[config.mk]
export PLATFORM = sky130hd
export DESIGN_NAME = pyramid_scheduler
export DESIGN_NICKNAME = d
export VERILOG_FILES = /design/src/rtl/pyramid_scheduler.sv
export SDC_FILE = /design/constraint.sdc
export NUM_CORES = 1
export LEC_CHECK = 0
export BUFFER_PORTS_ARGS = -buffer_cell sky130_fd_sc_hd__buf_2
export CAP_MARGIN = 25
export CORE_UTILIZATION = 45
export DETAILED_ROUTE_END_ITERATION = 10
export GPL_TIMING_DRIVEN = 1
export PLACE_DENSITY = 0.76
export SLEW_MARGIN = 20
export SYNTH_ARGS = -nofsm -noshare
export SYNTH_HDL_FRONTEND = slang
export SYNTH_SLANG_ARGS = --single-unit
[constraint.sdc]
create_clock -name clk_in -period 7 [get_ports clk_in]
set_input_delay 1.4 -clock clk_in [delete_from_list [all_inputs] [get_ports clk_in]]
set_output_delay 1.4 -clock clk_in [all_outputs]
set_load 0.02 [all_outputs]
[src/rtl/pyramid_scheduler.sv]
// Read sequencer for an image pyramid: scans each octave of a ping-pong
// source buffer in raster order and streams pixels to a downsampler.
module pyramid_scheduler #(
    parameter int BIT_DEPTH    = 8,
    parameter int TOP_WIDTH    = 64,
    parameter int TOP_HEIGHT   = 64,
    parameter int NUM_OCTAVES  = 3,
    parameter int BRAM_LATENCY = 2,
    localparam int AW = $clog2(TOP_WIDTH * TOP_HEIGHT)
) (
    input  logic                 clk_in,
    input  logic                 rst_in,
    input  logic                 start_in,
    output logic [AW-1:0]        read_addr_out,
    output logic                 read_en_out,
    output logic                 read_bank_out,
    input  logic [BIT_DEPTH-1:0] read_data_in,
    output logic [BIT_DEPTH-1:0] pix_out,
    output logic [7:0]           pix_x_out,
    output logic [7:0]           pix_y_out,
    output logic                 pix_valid_out,
    output logic [1:0]           octave_out,
    output logic                 busy_out,
    output logic                 done_out,
    output logic                 error_out
);

    typedef enum logic [2:0] {IDLE, FETCH, DRAIN, NEXT, DONE} state_t;

    localparam logic [1:0] CNT_LAST = 2'(BRAM_LATENCY - 1);
    localparam logic [1:0] OCT_LAST = 2'(NUM_OCTAVES - 2);

    state_t          state_q, state_d;
    logic [7:0]      x_q, x_d, y_q, y_d;
    logic [1:0]      oct_q, oct_d;
    logic [1:0]      cnt_q, cnt_d;
    logic [AW-1:0]   addr_q, addr_d;
    logic            en_q, en_d;
    logic            busy_q, busy_d;
    logic            done_q, done_d;
    logic            err_q, err_d;

    logic [BRAM_LATENCY-1:0] vld_pipe_q;
    logic [7:0]              px_pipe_q [BRAM_LATENCY];
    logic [7:0]              py_pipe_q [BRAM_LATENCY];

    function automatic logic [8:0] dim(input int top, input logic [1:0] k);
        return 9'(top >> k);
    endfunction

    logic [8:0] w_cur, h_cur;
    logic       x_last, y_last;

    assign w_cur  = dim(TOP_WIDTH, oct_q);
    assign h_cur  = dim(TOP_HEIGHT, oct_q);
    assign x_last = ({1'b0, x_q} == w_cur - 9'd1);
    assign y_last = ({1'b0, y_q} == h_cur - 9'd1);

    always_comb begin
        state_d = state_q;
        x_d     = x_q;
        y_d     = y_q;
        oct_d   = oct_q;
        cnt_d   = cnt_q;
        err_d   = start_in && (state_q != IDLE);
        unique case (state_q)
            IDLE: begin
                if (start_in) begin
                    state_d = FETCH;
                    oct_d   = 2'd0;
                    x_d     = 8'd0;
                    y_d     = 8'd0;
                end
            end
            FETCH: begin
                if (x_last) begin
                    x_d = 8'd0;
                    if (y_last) begin
                        state_d = DRAIN;
                        cnt_d   = 2'd0;
                    end else begin
                        y_d = y_q + 8'd1;
                    end
                end else begin
                    x_d = x_q + 8'd1;
                end
            end
            DRAIN: begin
                if (cnt_q == CNT_LAST) state_d = NEXT;
                else cnt_d = cnt_q + 2'd1;
            end
            NEXT: begin
                if (oct_q == OCT_LAST) begin
                    state_d = DONE;
                end else begin
                    state_d = FETCH;
                    oct_d   = oct_q + 2'd1;
                    x_d     = 8'd0;
                    y_d     = 8'd0;
                end
            end
            DONE: state_d = IDLE;
            default: state_d = IDLE;
        endcase
        // outputs are registered against the state being entered
        en_d   = (state_d == FETCH);
        busy_d = (state_d != IDLE);
        done_d = (state_d == DONE);
        addr_d = AW'(int'(y_d) * int'(dim(TOP_WIDTH, oct_d)) + int'(x_d));
    end

    always_ff @(posedge clk_in or negedge rst_in) begin
        if (!rst_in) begin
            state_q    <= IDLE;
            x_q        <= '0;
            y_q        <= '0;
            oct_q      <= '0;
            cnt_q      <= '0;
            addr_q     <= '0;
            en_q       <= 1'b0;
            busy_q     <= 1'b0;
            done_q     <= 1'b0;
            err_q      <= 1'b0;
            vld_pipe_q <= '0;
            for (int i = 0; i < BRAM_LATENCY; i++) begin
                px_pipe_q[i] <= '0;
                py_pipe_q[i] <= '0;
            end
        end else begin
            state_q <= state_d;
            x_q     <= x_d;
            y_q     <= y_d;
            oct_q   <= oct_d;
            cnt_q   <= cnt_d;
            addr_q  <= addr_d;
            en_q    <= en_d;
            busy_q  <= busy_d;
            done_q  <= done_d;
            err_q   <= err_d;
            for (int i = BRAM_LATENCY - 1; i > 0; i--) begin
                vld_pipe_q[i] <= vld_pipe_q[i-1];
                px_pipe_q[i]  <= px_pipe_q[i-1];
                py_pipe_q[i]  <= py_pipe_q[i-1];
            end
            vld_pipe_q[0] <= en_q;
            px_pipe_q[0]  <= x_q;
            py_pipe_q[0]  <= y_q;
        end
    end

    assign read_addr_out = addr_q;
    assign read_en_out   = en_q;
    assign read_bank_out = oct_q[0];
    assign octave_out    = oct_q;
    assign busy_out      = busy_q;
    assign done_out      = done_q;
    assign error_out     = err_q;
    assign pix_valid_out = vld_pipe_q[BRAM_LATENCY-1];
    assign pix_x_out     = px_pipe_q[BRAM_LATENCY-1];
    assign pix_y_out     = py_pipe_q[BRAM_LATENCY-1];
    assign pix_out       = pix_valid_out ? read_data_in : '0;

endmodule

* Yosys cells after proc, flatten, opt, wreduce, memory -nomap -nowiden
Cells that the tools add are included.
Word-level totals: register bits 73, output and inout bits 44, word-level logic and storage cells 65
Operators by class: add/subtract/negate cells 6, $mul 1, eq/ne operators 12, shifts and indexed selects 2, mux-type cells 23, reduce and logical (&&, ||, !) cells 6
Operator list (number):
- 8-bit two-way mux | 8
- 8-bit one-hot mux with 3 select lines | 2
- 8-bit by 9-bit == test with 1-bit output | 2
- 7-bit by 2-bit right shift with 9-bit output (first input constant) | 2
- 8-bit by 1-bit adder with 8-bit output (second input constant) | 2
- 3-bit two-way mux | 5
- 12-bit by 8-bit adder with 12-bit output | 1
- 8-bit by 9-bit multiplier with 12-bit output | 1
- 3-bit one-hot mux with 4 select lines | 1
- 2-bit two-way mux | 5
- 9-bit by 1-bit subtractor with 9-bit output (second input constant) | 1
- 2-bit one-hot mux with 2 select lines | 2
- 3-bit by 1-bit == test with 1-bit output (second input constant) | 2
- 3-bit by 2-bit == test with 1-bit output (second input constant) | 2
- 2-bit != test (second input constant) | 3
- 3-bit nonzero test | 2
- 2-bit by 1-bit adder with 2-bit output (second input constant) | 2
- 2-bit by 1-bit == test with 1-bit output (second input constant) | 2
- 4-bit AND reduction | 1
- 3-bit == test (second input constant) | 1
- 3-bit zero test | 1
- 2-bit nonzero test | 1
- 1-bit logical AND | 1

* Depth between registers and ports, before layout
Gate-level depths: netlist of the first run.
depth in word-level cells 8, gate-level depth with buffers 22

* Worst setup path before layout of the first run
No wires, ideal clock.
path kind input -> register, start input port start_in, end register addr_q[11] (netlist: read_addr_out[11]), setup time 0.080 ns, arrival time 5.251 ns, data required time 6.920 ns, path slack 1.669 ns, cell stages on the path 20, buffers on the path 0, path through nor3b_1 a31oi_1 o21ai_0 inv_1 nor2_1 nand2_1 fa_1 inv_1 fa_1 ha_1 inv_1 fa_1 inv_1 ha_1 a21o_1 a21oi_1 o21bai_1 a21oi_1 xnor2_1 xnor2_1
On the way: word-level cells in the longest chain between the ends 5, elaborated cells on any way between the ends 9, classes of those cells 1 x add/sub; 1 x mul; 1 x shift; 6 x mux
RTL lines:
- from (decl) | line 13 | input logic start_in,
- 2-bit two-way mux | line 68 | if (start_in) begin
- 2-bit one-hot mux with 2 select lines | line 66 | unique case (state_q)
- net oct_d[1] | line 35 | logic [1:0] oct_q, oct_d;
- 7-bit by 2-bit right shift with 9-bit output | line 48 | return 9'(top >> k);
- 8-bit by 9-bit multiplier with 12-bit output | line 109 | addr_d = AW'(int'(y_d) * int'(dim(TOP_WIDTH, oct_d)) + int'(x_d));
- 12-bit by 8-bit adder with 12-bit output | line 109
- net addr_d[11] | line 37 | logic [AW-1:0] addr_q, addr_d;
- to (signal assigned) | line 135 | addr_q <= addr_d;
- to (decl) | line 37
The timed path passes the listed nets, and every way through them passes these cells. A chain may end at the register's enable or synchronous reset.

* Final worst setup path of the first run
start input port start_in, end register addr_q[11] (netlist: read_addr_out[11])
On the way: elaborated cells on any way between the ends 9, classes of those cells 1 x add/sub; 1 x mul; 1 x shift; 6 x mux
RTL lines:
- 8-bit two-way mux | line 68
- 8-bit one-hot mux with 3 select lines | line 66
- net y_d[1] | line 34 | logic [7:0] x_q, x_d, y_q, y_d;
- 8-bit by 9-bit multiplier with 12-bit output | line 109
- 12-bit by 8-bit adder with 12-bit output | line 109
- net addr_d[11] | line 37
The timed path passes the listed nets, and every way through them passes these cells.

==> flow_metrics.py, run 1 <==
metrics = {
    "sta": {
        "timing.hold.ws_ns": 0.349,
        "setup_violations": 0,
        "rsz0062_at_grt": "no",
        "max_slew_margin": 0.427,
        "setup_ws_ns": 1.46,
        "setup_tns_ns": 0,
        "period_share": 0.791,
        "max_freq_mhz": 181,
        "finalHoldViolCount": 0,
        "worst_slew_pin_slew_ns": 0.860,
        "slew_viol_final": 0,
        "finalCriticalPeriod_ns": 5.54,
        "skew_ns": 0.00812,
    },
    "clocking": {
        "clockBufferDepth": 2,
        "numCtsBuffers": 9,
        "cts-root-buf": "clkbuf_8",
        "path_clk_slew_ns": 0.07,
        "cts.htree.levels": 3,
        "clock-sinks": 70,
        "ctsResizeCount": 0,
        "clkLatencyLatePin_ns": 0.35,
        "tritoncts": "built",
        "ctsHoldBuffers": 0,
        "cts_setup_buffers": 0,
    },
    "global_routing": {
        "overflow": 0,
        "grt_pass1_vias": 2497,
        "grtUsageTotal": 0.183,
        "grt_first_pass_wirelength_mm": 12.0,
        "grt_antenna_before_repair": 0,
        "grt_max_degree": 71,
    },
    "detailed_routing": {
        "wl_per_cell_um": 14.2,
        "dr.pass1.iters": 4,
        "ant_nets": 0,
        "drt-vias-per-instance": 5.05,
        "vias": 2528,
        "routed_wirelength_mm": 7.12,
        "drcViolationCount": 0,
        "initialDrtViolationCount": 131,
    },
    "floorplan": {
        "start_util": 0.465,
        "rows": 33,
        "io_pins": 55,
        "die_area_mm2": 0.00886,
        "die_h_um": 94.1,
        "die_width_um": 94.1,
        "coreArea_mm2": 0.00822,
    },
    "worst_setup_path": {
        "worstSetupPathType": "input pin to flop",
        "worstPathCellList": "buf_2 > nand2b_1 > a21boi_0 > nor2_1 > o21ai_0 > a32o_1 > and2_1 > ha_1 > fa_1 > ha_1 > inv_1 > fa_1 > inv_1 > ha_1 > a21o_1 > a21oi_1 > o21bai_1 > a21oi_1 > xnor2_1 > xnor2_1",
        "cpPeakStageDelay_ns": 0.53,
        "cp_max_fo": 9,
        "endpoint_kind": "flop",
        "startpoint": "start_in",
        "path_delay_family": "adder cells",
        "cp_slowest_cell": "fa_1",
        "cp.arrival_ns": 5.81,
        "cp_common_cell": "ha_1",
        "r2r-start": "octave_out[1]",
        "start_kind": "input pin",
        "critPathRequiredTime_ns": 7.27,
        "cp.buffers_inverters": 3,
    },
    "synth": {
        "synthArstFlopShare": 1.00,
        "synthCells": 350,
        "synth_area_per_cell_um2": 10.9,
        "synthTopCellsByArea": "dfrtp_1, ha_1, fa_1, buf_4, inv_1",
        "yosysTopAreaCellShare": 0.459,
        "ys_warn_count": 0,
        "synth_flop_cell": "dfrtp_1",
        "synth_seq_cells": 70,
        "yosysSeqAreaShare": 0.459,
        "synth_top_area_cell": "dfrtp_1",
        "synthTopCellsByCount": "dfrtp_1, inv_1, nand2_1, ha_1, buf_4",
        "yosysMostFrequentCell": "dfrtp_1",
        "syn_area_mm2": 0.00382,
        "synth_edf_count": 0,
        "ys_types": 57,
        "synth_fp_nets": 401,
    },
    "pwr": {
        "leakagePower_nw": 1.95,
        "total_power_mw": 0.707,
        "p_per_area_mw_per_mm2": 168,
        "ir_worst_vdd_v": 0.0000815,
    },
    "placement": {
        "place_congestion": 0.853,
        "dpl.hpwl_mm": 5.26,
        "portBuffers": 54,
        "place_ws_ns": 1.09,
    },
    "cells_and_area": {
        "diodes": 0,
        "fillers": 750,
        "final_net_count": 442,
        "syn_to_final_growth_pct": 9.96,
        "drive_gt1_frac": 0.212,
    },
    "flow_run": {
        "cap_violations": 0,
    },
    "run_status": {
        "outcome": "complete, no violations",
    },
    "worst_hold_path": {
        "hold_class": "flop to flop",
        "hold_start": "px_pipe_q[11]",
    },
}
==> through the flow <==
stage	util	instance area [µm²]	cells
floorplan	-	3820	350
global placement	0.490	4030	485
detailed placement	0.490	4030	485
CTS	0.511	4200	501
global route	0.511	4200	501
finish	0.511	4200	501
==> per-layer routing <==
metal / up-vias / global-route usage / wire length, µm
met2: 71 / 0.283 / 3310
met3: 12 / 0.0453 / 444
met5: - / 0 / 0
met1: 1227 / 0.242 / 3220
li1: 1218 / - / -
met4: 0 / 0.0808 / 150
==> final cells by class <==
type                       instances  area (µm²)  share of cell area
multi-input combinational        215        1720               0.410
clock inverter                     4        22.5             0.00537
clock buffer                      12         145              0.0346
inverter                          40         150              0.0358
tap                              105         131              0.0313
timing repair buffer              55         278              0.0662
sequential                        70        1750               0.417
==> logic make-up (layout without fill, tap and decap cells) <==
family | Yosys count | count (layout) | synth area share
AO/OA/AOI/OAI | 62 | 62 | 0.125
AND/OR/NAND/NOR | 99 | 99 | 0.130
XOR/XNOR | 13 | 13 | 0.0318
adder cells (fa/ha/maj) | 40 | 40 | 0.161
flip-flops | 70 | 70 | 0.459
multiplexers | 1 | 1 | 0.00262
buffers and inverters | 65 | 111 | 0.0908
==> worst paths after layout <==
| kind | slack, ns | to | cells after the start |
|---|---|---|---|
| worst max-delay path | 1.46 | read_addr_out[11] | 20 |
| worst min-delay path | 0.35 | pix_x_out[3] | 0 |
| worst max register to register | 1.62 | read_addr_out[11] | 19 |
| worst min register to register | 0.35 | pix_x_out[3] | 0 |
| max in group asynchronous | 5.20 | x_q[5] | 2 |
| min in group asynchronous | 1.26 | pix_y_out[3] | 2 |
==> flip-flops by register name, indices dropped and copies added, names as in the netlist, 3 cells and up, named ones only <==
signal	cells
x_q	5
y_q	8
pix_y_out	8
read_addr_out	9
px_pipe_q	8
state_q	3
pix_x_out	8
py_pipe_q	8
==> power breakdown <==
group          internal [mW]  switching (mW)
clock network          0.137           0.147
registers              0.405       0.0000503
logic                0.00578          0.0133
==> cells in the final DEF (no fill, tap or decap), types with 4 or more instances in the layout <==
cell type,count
fa_1,15
inv_1,40
clkbuf_8,10
nor2_1,18
xnor2_1,10
o21ai_0,18
a21oi_1,10
nand2b_1,4
nand3_1,9
and2_1,19
nand2_1,30
ha_1,25
buf_2,54
dfrtp_1,70
Note: power is estimated with default switching activity, not from simulation.
==> run 2: changes to the inputs <==
--- a/config.mk
+++ b/config.mk
@@ -10,7 +10,7 @@
 export CORE_UTILIZATION = 45
 export DETAILED_ROUTE_END_ITERATION = 10
 export GPL_TIMING_DRIVEN = 1
-export PLACE_DENSITY = 0.76
+export PLACE_DENSITY = 0.79
 export SLEW_MARGIN = 20
 export SYNTH_ARGS = -nofsm -noshare
 export SYNTH_HDL_FRONTEND = slang
==> constraint.sdc (replaced) <==
create_clock -name clk_in -period 4.8 [get_ports clk_in]
set_input_delay 0.96 -clock clk_in [delete_from_list [all_inputs] [get_ports clk_in]]
set_output_delay 0.96 -clock clk_in [all_outputs]
set_load 0.02 [all_outputs]
==> run 2 against run 1 <==
Critical endpoint unchanged. The run now ends with negative setup slack left. Cell area rose by 18%. Clock skew increased by 0.0025 ns. Via count is 12% higher.
==> flow_metrics.py, run 2 (synthesis gave the netlist of run 1 again) <==
metrics = {
    "run_status": {
        "outcome": "finished with violations",
        "violations": "negative setup slack",
    },
    "floorplan": {
        "rows": 33,
        "io_pins": 55,
        "die_area_mm2": 0.00886,
        "start_util": 0.465,
        "die_h_um": 94.1,
        "coreArea_mm2": 0.00822,
        "die_width_um": 94.1,
    },
    "cells_and_area": {
        "drive_gt1_frac": 0.425,
        "fillers": 659,
        "diodes": 0,
        "largest_register_ffs": 9,
        "final_core_util": 0.605,
        "syn_to_final_growth_pct": 30.3,
        "fin_cells": 571,
        "design_area_mm2": 0.00497,
        "final_net_count": 512,
        "layout_common_cells": "buf_4, dfrtp_1, buf_2",
        "mostFrequentLayoutCell": "buf_4",
    },
    "detailed_routing": {
        "ant_nets": 0,
        "dr.pass1.iters": 4,
        "routed_wirelength_mm": 8.27,
        "initialDrtViolationCount": 158,
        "vias": 2830,
        "drcViolationCount": 0,
        "drt-vias-per-instance": 4.96,
        "wl_per_cell_um": 14.5,
    },
    "worst_hold_path": {
        "hold_class": "flop to flop",
        "hold_start": "px_pipe_q[15]",
    },
    "clocking": {
        "clockBufferDepth": 2,
        "path_clk_slew_ns": 0.08,
        "numCtsBuffers": 9,
        "clkLatencyLatePin_ns": 0.35,
        "cts-root-buf": "clkbuf_8",
        "tritoncts": "built",
        "clock-sinks": 70,
        "cts.htree.levels": 3,
    },
    "sta": {
        "skew_ns": 0.0106,
        "period_share": 1.00,
        "finalHoldViolCount": 0,
        "worst_slew_pin_slew_ns": 0.720,
        "finalCriticalPeriod_ns": 4.82,
        "rsz0062_at_grt": "yes",
        "max_freq_mhz": 208,
        "max_slew_margin": 0.520,
        "setup_ws_ns": -0.0168,
        "setup_violations": 1,
        "slew_viol_final": 0,
    },
    "worst_setup_path": {
        "endpoint_kind": "flop",
        "cp_slowest_cell": "fa_1",
        "cp_max_fo": 4,
        "cp.arrival_ns": 5.10,
        "worstPathCellList": "ha_2 > nand4bb_1 > a311o_4 > a2111o_1 > o31ai_4 > nand2_1 > fa_1 > inv_1 > ha_1 > inv_2 > fa_1 > fa_1 > inv_1 > ha_1 > inv_1 > o21bai_1 > a21oi_2 > xnor2_1 > xnor2_1",
        "critPathRequiredTime_ns": 5.08,
        "worstSetupPathType": "flop to flop",
        "start_kind": "flop",
        "path_delay_family": "adder cells",
        "cpPeakStageDelay_ns": 0.50,
        "cp.buffers_inverters": 4,
    },
    "pwr": {
        "leakagePower_nw": 2.28,
        "ir_worst_vdd_v": 0.000154,
        "total_power_mw": 1.09,
        "pwr-share-seq": 0.543,
        "p_comb_frac": 0.026,
        "p_per_area_mw_per_mm2": 218,
        "intPower_mw": 0.837,
        "power.share.clock": 0.430,
        "switching_share": 0.229,
        "power_switching_mw": 0.249,
    },
    "placement": {
        "place_ws_ns": -0.253,
        "placed_cells": 548,
        "dpl.hpwl_mm": 6.13,
        "place_congestion": 0.896,
        "post_dp_cell_area_mm2": 0.00452,
        "portBuffers": 54,
    },
    "global_routing": {
        "grt_first_pass_wirelength_mm": 14.0,
        "grt_max_degree": 40,
        "overflow": 0,
        "grt_antenna_before_repair": 0,
        "grtUsageTotal": 0.212,
        "grt_pass1_vias": 2986,
    },
    "flow_run": {
        "cap_violations": 0,
    },
}
-- run 2: cell count changes in the layout (fill, tap and decap cells not counted), sizes merged --
cell / change
clkinvlp: +2
bufinv: +1
clkbuf: -2
clkinv: -1
buf: +70
-- run 2: final cells by class --
type,count,area [µm²],area share
Clock buffer,10,128,0.0257
Inverter,40,150,0.0302
Tap cell,105,131,0.0264
Clock inverter,6,62.6,0.0126
Sequential cell,70,1750,0.353
Timing Repair Buffer,125,811,0.163
Multi-Input combinational cell,215,1940,0.389
-- run 2: timing repair --
| item | CTS | global route |
|---|---|---|
| endpoints found under the setup margin | 2 | 4 |
| pin swaps | 15 | 33 |
| hold buffers | 0 | 0 |
| setup buffers | 5 | 4 |
| resized for setup | 18 | 34 |
-- run 2: metrics by stage --
step                setup TNS (ns)  hold WS (ns)
floorplan                        0         0.331
global placement            -0.296         0.331
detailed placement          -0.398         0.335
CTS                        -0.0177         0.351
global route                -0.213         0.360
finish                     -0.0168         0.349
-- run 2: final timing paths --
| check | endpoint | cells past startpoint | slack [ns] |
|---|---|---|---|
| setup reg to reg | read_addr_out[11] | 19 | -0.02 |
| max in group asynchronous | pix_y_out[4] | 2 | 3.19 |
| setup / recovery | read_addr_out[11] | 19 | -0.02 |
| min in group asynchronous | read_addr_out[9] | 1 | 0.65 |
| hold / removal | pix_x_out[7] | 0 | 0.35 |
| hold reg to reg | pix_x_out[7] | 0 | 0.35 |
-- run 2: per-layer routing --
metal | track usage | up-vias | wire length [µm] | part of all wire
met5 | 0 | - | 0 | 0
met4 | 0.0615 | 0 | 95 | 0.011
met3 | 0.0502 | 12 | 320 | 0.039
met2 | 0.363 | 65 | 4190 | 0.51
met1 | 0.265 | 1395 | 3670 | 0.44
li1 | - | 1358 | - | -
-- run 2: worst reg2reg max path, delay by kind of cell (launching register included) --
kind | cells | cell delay (ns)
fa+ha+maj | 6 | 2.06
compound gates | 5 | 1.54
flops | 1 | 0.37
xor+xnor | 2 | 0.29
simple gates | 2 | 0.27
buf+inv | 4 | 0.20
-- run 2: power by group through the flow --
| stage | registers [mW] | logic [mW] | clock network [mW] |
|---|---|---|---|
| after floorplan | 0.602 | 0.00833 | 0 |
| after global placement | 0.601 | 0.0289 | 0 |
| after detailed placement | 0.601 | 0.0299 | 0 |
| after CTS | 0.590 | 0.0300 | 0.481 |
| after global routing | 0.590 | 0.0327 | 0.506 |
| final | 0.590 | 0.0287 | 0.467 |
==> run 3: changes to the inputs <==
--- a/config.mk
+++ b/config.mk
@@ -5,12 +5,12 @@
 export SDC_FILE = /design/constraint.sdc
 export NUM_CORES = 1
 export LEC_CHECK = 0
-export BUFFER_PORTS_ARGS = -buffer_cell sky130_fd_sc_hd__buf_2
+export ABC_AREA = 1
+export BUFFER_PORTS_ARGS = -buffer_cell sky130_fd_sc_hd__buf_4
 export CAP_MARGIN = 25
 export CORE_UTILIZATION = 45
 export DETAILED_ROUTE_END_ITERATION = 10
-export GPL_TIMING_DRIVEN = 1
-export PLACE_DENSITY = 0.79
+export PLACE_DENSITY = 0.78
 export SLEW_MARGIN = 20
 export SYNTH_ARGS = -nofsm -noshare
 export SYNTH_HDL_FRONTEND = slang
==> run 3 against run 2 <==
Cell area rose by 3.4%. Worst hold slack got worse by 0.0074 ns. Critical endpoint unchanged. Largest power group is now combinational cells. Cell count rose by 11%. The flow finishes with violations (design-rule violations).
==> flow_metrics.py, run 3 <==
metrics = {
    "pwr": {
        "p_per_area_mw_per_mm2": 489,
        "p_comb_frac": 0.475,
        "switching_share": 0.398,
        "power.share.clock": 0.168,
        "power_switching_mw": 1.00,
        "intPower_mw": 1.51,
        "ir_worst_vdd_v": 0.000359,
        "pwr-share-seq": 0.357,
        "leakagePower_nw": 2.68,
    },
    "synth": {
        "synthCells": 441,
        "ys_types": 38,
        "synth_seq_cells": 70,
        "synth_fp_nets": 492,
        "synth_edf_count": 0,
        "synth_area_per_cell_um2": 9.33,
        "ys_warn_count": 0,
        "yosysMostFrequentCell": "inv_1",
        "yosysTopAreaCellShare": 0.426,
        "syn_area_mm2": 0.00412,
        "synth_flop_cell": "dfrtp_1",
        "yosysSeqAreaShare": 0.426,
        "synth_top_area_cell": "dfrtp_1",
        "synthTopCellsByArea": "dfrtp_1, ha_1, inv_1, fa_1, nand2_1",
        "synthArstFlopShare": 1.00,
        "synthTopCellsByCount": "inv_1, nand2_1, dfrtp_1, nor2_1, ha_1",
    },
    "sta": {
        "max_slew_margin": 0.442,
        "worst_slew_pin_slew_ns": 0.836,
        "skew_ns": 0.0109,
        "period_share": 0.964,
        "finalCriticalPeriod_ns": 4.63,
        "rsz0062_at_grt": "yes",
        "max_freq_mhz": 216,
        "slew_viol_final": 0,
        "setup_violations": 0,
        "finalHoldViolCount": 0,
    },
    "clocking": {
        "numCtsBuffers": 9,
        "tritoncts": "built",
        "clockBufferDepth": 2,
        "ctsHoldBuffers": 0,
        "path_clk_slew_ns": 0.08,
        "clkLatencyLatePin_ns": 0.35,
        "cts-root-buf": "clkbuf_8",
        "cts.htree.levels": 3,
        "clock-sinks": 70,
    },
    "cells_and_area": {
        "fin_cells": 631,
        "mostFrequentLayoutCell": "buf_4",
        "syn_to_final_growth_pct": 24.9,
        "layout_common_cells": "buf_4, inv_1, dfrtp_1",
        "final_core_util": 0.584,
        "largest_register_ffs": 9,
        "design_area_mm2": 0.00514,
        "drive_gt1_frac": 0.398,
        "final_net_count": 570,
        "diodes": 0,
    },
    "worst_setup_path": {
        "cp_common_cell": "nand2_2",
        "cp_slowest_cell": "dfrtp_1",
        "start_kind": "flop",
        "worstSetupPathType": "flop to flop",
        "endpoint_kind": "flop",
        "cp_max_fo": 7,
        "critPathRequiredTime_ns": 5.05,
        "cp.arrival_ns": 4.88,
        "cpPeakStageDelay_ns": 0.49,
    },
    "global_routing": {
        "grt_max_degree": 71,
        "grtUsageTotal": 0.190,
        "grt_first_pass_wirelength_mm": 14.3,
        "overflow": 0,
        "grt_antenna_before_repair": 0,
        "grt_pass1_vias": 3170,
    },
    "detailed_routing": {
        "drcViolationCount": 8,
        "wl_per_cell_um": 13.8,
        "ant_nets": 0,
        "routed_wirelength_mm": 8.68,
        "drt-vias-per-instance": 4.88,
        "vias": 3080,
        "dr.pass1.iters": 8,
        "initialDrtViolationCount": 142,
    },
    "floorplan": {
        "die_area_mm2": 0.00953,
        "start_util": 0.467,
        "rows": 34,
        "io_pins": 55,
        "die_width_um": 97.6,
        "die_h_um": 97.6,
        "coreArea_mm2": 0.00881,
    },
    "placement": {
        "post_dp_cell_area_mm2": 0.00470,
        "place_congestion": 0.889,
        "dpl.hpwl_mm": 6.22,
        "portBuffers": 54,
        "placed_cells": 607,
    },
    "worst_hold_path": {
        "hold_class": "flop to flop",
    },
    "run_status": {
        "outcome": "finished with violations",
        "violations": "design-rule violations",
    },
    "flow_run": {
        "cap_violations": 0,
    },
}
==> run 3: power by group through the flow <==
stage | combinational [mW] | clock (mW) | sequential [mW]
after floorplan | 0.699 | 0 | 0.925
after global placement | 1.02 | 0 | 0.892
after detailed placement | 1.05 | 0 | 0.902
after CTS | 1.07 | 0.437 | 0.893
after global routing | 1.31 | 0.460 | 0.920
final | 1.19 | 0.422 | 0.896
==> run 3: logic make-up after synthesis <==
family                   Yosys count  synth area share
adder cells (fa/ha/maj)           40             0.149
AO/OA/AOI/OAI                     36            0.0663
AND/OR/NAND/NOR                  167             0.213
flip-flops                        70             0.426
XOR/XNOR                           7            0.0149
buffers and inverters            121             0.132
==> run 3: cell type report <==
cell class,instances,area (µm²)
clock inverters,4,22.5
fillers,722,3660
inverters,97,369
multi-input cells,250,2010
repair buffers,91,696
flip-flops and latches,70,1750
well taps,108,135
clock buffers,11,151
==> run 3: what timing repair did <==
| action | 4_1_cts | 5_1_grt |
|---|---|---|
| pin swaps | 1 | 31 |
| endpoints found under the setup margin | 1 | 1 |
| buffers inserted | 1 | 8 |
| hold endpoints to repair | 0 | 0 |
| resized for setup | 0 | 46 |
==> run 3: metal layers <==
layer | routed length, µm | part of all wire | global-route usage | vias to the layer above
met5 | 0 | 0 | 0 | -
met4 | 198 | 0.023 | 0.0734 | 0
met3 | 420 | 0.048 | 0.0576 | 26
met2 | 4560 | 0.53 | 0.323 | 94
met1 | 3500 | 0.40 | 0.225 | 1472
li1 | - | - | - | 1488
==> run 3: path summary, 6_finish.rpt <==
| kind | start | end | slack, ns | depth (start not counted) |
|---|---|---|---|---|
| worst max-delay path | octave_out[0] | read_addr_out[11] | 0.17 | 30 |
| worst min-delay path | px_pipe_q[13] | pix_x_out[5] | 0.34 | 0 |
| worst max register to register | octave_out[0] | read_addr_out[11] | 0.17 | 30 |
| worst min register to register | px_pipe_q[13] | pix_x_out[5] | 0.34 | 0 |
| max in group asynchronous | rst_in | octave_out[1] | 3.50 | 1 |
| min in group asynchronous | rst_in | pix_x_out[7] | 0.71 | 1 |
==> run 3: metrics by stage <==
stage | setup slack (ns) | setup TNS (ns) | total power [mW] | hold WS (ns)
after floorplan | 0.0915 | 0 | 1.62 | 0.331
after global placement | -0.0788 | -0.0788 | 1.92 | 0.332
after detailed placement | -0.179 | -0.179 | 1.95 | 0.335
after CTS | 0.00543 | 0 | 2.40 | 0.347
after global routing | -0.0912 | -0.0912 | 2.69 | 0.352
final | 0.175 | 0 | 2.51 | 0.341
==> run 3: critical path: cells and delay by family, from the launching register on <==
family                     cells  cell delay (ns)
adders and majority gates      5             1.65
DFF                            1             0.49
buffers and inverters          5             0.35
AOI/OAI and AO/OA              5             0.64
and+or+nand+nor               15             1.37
